`src/rtl/sipo_deser.sv`:
```
// -----------------------------------------------------------------------------
// sipo_deser
//   Serial-to-parallel deserializer. Collects one bit per `enable` strobe into
//   WIDTH-bit words framed by a `sync` marker on the first bit, and presents
//   each completed word on a one-entry valid/ready output buffer. A word that
//   completes while the buffer is full (and not draining) is dropped and
//   flagged with a one-cycle `overrun` pulse.
//
//   Compile-time option: define SIPO_PARITY_EN to expect one even-parity bit
//   after every word and report the check result on `parity_err`.
//
// Parameters
//   WIDTH      bits per word (>= 2)
//   MSB_FIRST  0: first bit lands in data_out[0]; 1: in data_out[WIDTH-1]
//
// Ports
//   clk        clock, rising edge
//   reset_n    asynchronous active-low reset
//   data_in    serial bit, sampled when enable=1
//   enable     bit strobe
//   sync       start-of-word marker, qualified by enable
//   data_out   completed word
//   out_valid  data_out holds an unconsumed word
//   out_ready  downstream accepts the word
//   overrun    one-cycle pulse: a completed word was dropped
//   parity_err parity check result for the buffered word (SIPO_PARITY_EN only)
// -----------------------------------------------------------------------------
module sipo_deser #(
  parameter int WIDTH     = 4,
  parameter int MSB_FIRST = 0
) (
  input  logic             clk,
  input  logic             reset_n,
  input  logic             data_in,
  input  logic             enable,
  input  logic             sync,
  output logic [WIDTH-1:0] data_out,
  output logic             out_valid,
  input  logic             out_ready,
  output logic             overrun
`ifdef SIPO_PARITY_EN
  ,
  output logic             parity_err
`endif
);

  localparam int             CW   = $clog2(WIDTH);
  localparam logic [CW-1:0]  LAST = CW'(WIDTH - 1);

`ifdef SIPO_PARITY_EN
  typedef enum logic [1:0] {IDLE, SHIFT, PAR} state_t;
`else
  typedef enum logic [1:0] {IDLE, SHIFT} state_t;
`endif

  state_t           state;
  logic [CW-1:0]    cnt;
  logic [WIDTH-1:0] shreg;

  logic [CW-1:0]    cap_idx;
  logic [CW-1:0]    pos;
  logic [WIDTH-1:0] word_next;
  logic             word_done;
  logic [WIDTH-1:0] done_word;
`ifdef SIPO_PARITY_EN
  logic             done_perr;
`endif

  // Collection register with the current bit merged in. A sync bit always
  // restarts at bit 0 regardless of where the previous word stood.
  // NOTE: every always_comb output gets a default first so no path leaves it
  // unassigned; otherwise a latch would be inferred.
  always_comb begin
    cap_idx   = sync ? '0 : cnt;
    pos       = (MSB_FIRST != 0) ? (LAST - cap_idx) : cap_idx;
    word_next = sync ? '0 : shreg;
    word_next[pos] = data_in;
`ifdef SIPO_PARITY_EN
    // The word is already complete in shreg; this bit is the parity bit.
    word_done = enable && !sync && (state == PAR);
    done_word = shreg;
    done_perr = data_in ^ (^shreg);
`else
    word_done = enable && !sync && (state == SHIFT) && (cnt == LAST);
    done_word = word_next;
`endif
  end

  // NOTE: sequential state uses non-blocking assignments only, so every
  // register samples pre-edge values and later statements in this block
  // override earlier ones for the same register (used for transfer vs. load).
  // NOTE: shreg is a small collection register, not a memory array, so it is
  // reset along with the rest of the state to keep outputs deterministic.
  always_ff @(posedge clk or negedge reset_n) begin
    if (!reset_n) begin
      state      <= IDLE;
      cnt        <= '0;
      shreg      <= '0;
      data_out   <= '0;
      out_valid  <= 1'b0;
      overrun    <= 1'b0;
`ifdef SIPO_PARITY_EN
      parity_err <= 1'b0;
`endif
    end else begin
      overrun <= 1'b0;

      // Bit collection; everything holds while enable is low.
      if (enable) begin
        if (sync) begin
          // Start (or restart) a word: this bit is bit 0.
          shreg <= word_next;
          cnt   <= CW'(1);
          state <= SHIFT;
        end else begin
          case (state)
            SHIFT: begin
              shreg <= word_next;
              if (cnt == LAST) begin
                cnt   <= '0;
`ifdef SIPO_PARITY_EN
                state <= PAR;
`else
                state <= IDLE;
`endif
              end else begin
                cnt <= cnt + CW'(1);
              end
            end
`ifdef SIPO_PARITY_EN
            PAR:     state <= IDLE;
`endif
            default: ; // IDLE: unframed bits are ignored
          endcase
        end
      end

      // Output buffer: a transfer empties it; a completion on the same edge
      // refills it. Otherwise a completion into a full buffer is dropped.
      if (out_valid && out_ready) begin
        out_valid <= 1'b0;
`ifdef SIPO_PARITY_EN
        parity_err <= 1'b0;
`endif
      end

      if (word_done) begin
        if (!out_valid || out_ready) begin
          data_out  <= done_word;
          out_valid <= 1'b1;
`ifdef SIPO_PARITY_EN
          parity_err <= done_perr;
`endif
        end else begin
          overrun <= 1'b1;
        end
      end
    end
  end

endmodule

```
`config.mk`:
```
export PLATFORM = sky130hd
export DESIGN_NAME = sipo_deser
export DESIGN_NICKNAME = d
export VERILOG_FILES = /design/src/rtl/sipo_deser.sv
export SDC_FILE = /design/constraint.sdc
export NUM_CORES = 1
export LEC_CHECK = 0
export ABC_CLOCK_PERIOD_IN_PS = 1100
export BUFFER_PORTS_ARGS = -buffer_cell sky130_fd_sc_hd__clkbuf_2
export CAP_MARGIN = 20
export CORE_MARGIN = 2
export CORE_UTILIZATION = 40
export DETAILED_ROUTE_END_ITERATION = 6
export PLACE_DENSITY = 0.66
export SYNTH_ARGS = -nofsm -noshare
export SYNTH_HDL_FRONTEND = slang
export SYNTH_SLANG_ARGS = --single-unit
```
`constraint.sdc`:
```
create_clock -name clk -period 1.1 [get_ports clk]
set_input_delay 0.055 -clock clk [delete_from_list [all_inputs] [get_ports clk]]
set_output_delay 0.055 -clock clk [all_outputs]
set_load 0.005 [all_outputs]
```
==> impl_results.md <==
- Share of cells above drive strength 1: between 50% and 60%
- TritonRoute pass-1 iters: 4
- Dpl cells: 84
- Die height: 43.94 um
- Syn_area_per_cell: between 10 and 15 um2
- Clock Tree Buf Depth: 2
- Antenna cells: 0
- Gr ovfl total: 0
- Max IR drop VDD: approximately 1.2 mV
- Synth area leaders: dfrtp_1, mux2i_1, o31ai_1
- HPWL after DPL: around 900 um
- Fin util: about three fifths
- Routed via count: 515
- Fill count: between 100 and 150
- Setup CP Type: flip-flop to flip-flop
- Clk sinks: 13
- Die Area: around 0.0019 mm2
- Yosys warning count: 0
- Headroom to the max-slew limit: a little over two thirds
- Core area: 0.001506 mm2
- CP max FO: 5
- Gate Count Post-Synth: 57
- Placed cell area: between 700 and 800 um2
- Critical path's slowest cell: dfrtp_1
- Synth Flop Type: dfrtp_1
- Nature of the critical path endpoint: flip-flop
- Power per Cell Area: 2237 mW/mm2
- Multi-input gate area: around 400 um2
- Finished Layout Cells: 93
- Most common cell in the synthesized netlist: dfrtp_1
- Register area: around 330 um2
- Clock root cell: clkbuf_4
- Period utilization: 109.9%
- Hold Crit Class: input port to flip-flop
- Worst-Margin Slew: 445.7 ps
- Avg WL per Cell: 15.92 um
- Maximum clock rate: ~830 MHz
- Synth cell count leaders: dfrtp_1, nand2_1, o21ai_0
- Antenna Nets Post-Route: 0
- Setup Viol. Count Final: 11
- Post-Place Setup Slack: -200.3 ps
- Num CTS Buffers: 3
- Status: complete, but fails checks
- Post-synth top area cell: dfrtp_1
- Syn_nets: 64
- Detailed Route WL: 1481 um
- Share of synthesized registers carrying an async set or reset: 100.0%
- Final Worst Setup Slack: -108.5 ps
- First-pass GRT wire length: around 2500 um
- Max Cap Violations: 0
- Antenna violations before repair: 0
- Post-synth EDFFs: 0
- TritonCTS clock tree: yes
- Vias in the first global route: about 550
- Synth Register Bits: 13
- Leak: around 0.42 nW
- Crit path arrival time: 1390 ps
- Critical Path Max Stage Delay: 390 ps
- Clk_skew: about 6.6 ps
- Tmin final: around 1200 ps
- Setup Total Neg Slack: -657.3 ps
- Initial Utilization: ~42%
- Violated checks: negative setup slack
- Total GRT Usage: around 18%
- Final slew viol count: 0
- Largest net degree at the start of global routing: 14
- Cell chain of the critical path: buf_6 -> nand2b_4 -> mux2i_4 -> o41ai_2
- Ports: 12
- IO Port Bufs: 11
- Die X: 43.94 um
- Synthesis-to-layout area growth: 42.16%
- Final hold vios: 0
- CP required: 1280 ps
- Row count: 14
- WHS: around 79 ps
- Top-area cell type share of the netlist area: 50.98%
- Final nets: 85
- Detailed-route DRC error count: 0
- Startpoint types: flip-flop
- Final total power: 2.029 mW
- Finished layout cell area: about 910 um2
- Worst-path clk slew: about 80 ps
- RSZ-0062 raised after global routing: true
- Seq/Total Area, Yosys: 50.98%
- Later-pin clock latency in the skew report: 270 ps
- Drt initial violations: 7
- H-tree levels: 1
- Post-synth cell types: 23
- Gpl congestion: 0.6971
- DR vias/cell: about 5.5
- Cell area after synthesis: around 640 um2
per-layer routing:
metal | GRT usage [%] | share of wire, %
met5 | 0 | 0
met4 | 10.30 | 3.2
met3 | 4.167 | 2.2
met2 | 27.94 | 51
met1 | 22.93 | 43
cells by family after synthesis:
kind of cell	share of synthesized area [%]
compound gates	22.55
simple gates	13.92
flops	50.98
buf+inv	4.311
mux	6.275
fa+ha+maj	1.960
power by group:
part,switching [mW],internal [mW],total [mW]
logic,0.435,0.523,0.958
registers,0.157,0.626,0.784
clock network,0.148,0.140,0.288
total,0.740,1.29,2.03
cells in the final DEF, fill, tap and decap left out:
cell type      count
clkbuf_2          11
nor2_1             1
a22o_1             1
dfrtp_1           12
mux2i_1            1
nand2_4            1
inv_1              1
mux2i_2            1
nand4b_2           1
o31ai_1            2
o31ai_2            2
buf_4              4
clkbuf_4           3
ha_4               1
o21bai_1           1
dlygate4sd3_1      1
o22a_1             1
nand4b_4           1
o21ai_1            2
mux2i_4            2
buf_6              3
nand2b_1           2
nand2b_4           1
o22ai_2            1
o21ai_2            4
nand2_1            6
o41ai_2            3
nand3_1            2
dfrtp_2            1
o21a_1             2
clkbuf_1           1
nor2b_2            1
what timing repair did:
item,4_1_cts,5_1_grt
hold buffers,1,0
pin swaps,3,3
setup endpoints to repair,10,12
setup buffers,3,0
endpoints found under the hold margin,13,0
cloned,1,0
gates resized for setup,9,9
cell type report:
| class | instances | area share (%) |
|---|---|---|
| clock buffers | 4 | 2.897 |
| inverters | 1 | 0.4138 |
| multi-input cells | 40 | 44.28 |
| flip-flops and latches | 13 | 36.00 |
| well taps | 16 | 2.207 |
| repair buffers | 19 | 14.21 |
path summary, 6_finish.rpt:
| kind | from | to | slack, ps | cells past startpoint |
|---|---|---|---|---|
| max | cnt[0] | data_out[2] | -110 | 4 |
| min | out_ready | overrun | 80 | 3 |
| max reg2reg | cnt[0] | data_out[2] | -110 | 4 |
| min reg2reg | shreg[0] | shreg[0] | 490 | 2 |
| max in group asynchronous | reset_n | cnt[1] | 620 | 2 |
| min in group asynchronous | reset_n | shreg[0] | 210 | 2 |
state kept, by name (all words and copies together) (netlist names):
register	count
data_out	4
shreg	4
cnt	2
out_valid	1
overrun	1
state	1
worst max-delay path: cells and delay by family (launching register included):
kind / cells / cell delay [ps]
DFF: 1 / 390
buffers and inverters: 1 / 140
AOI/OAI and AO/OA: 1 / 260
and+or+nand+nor: 1 / 140
muxes: 1 / 190
Power figures use the tool's default switching activity.
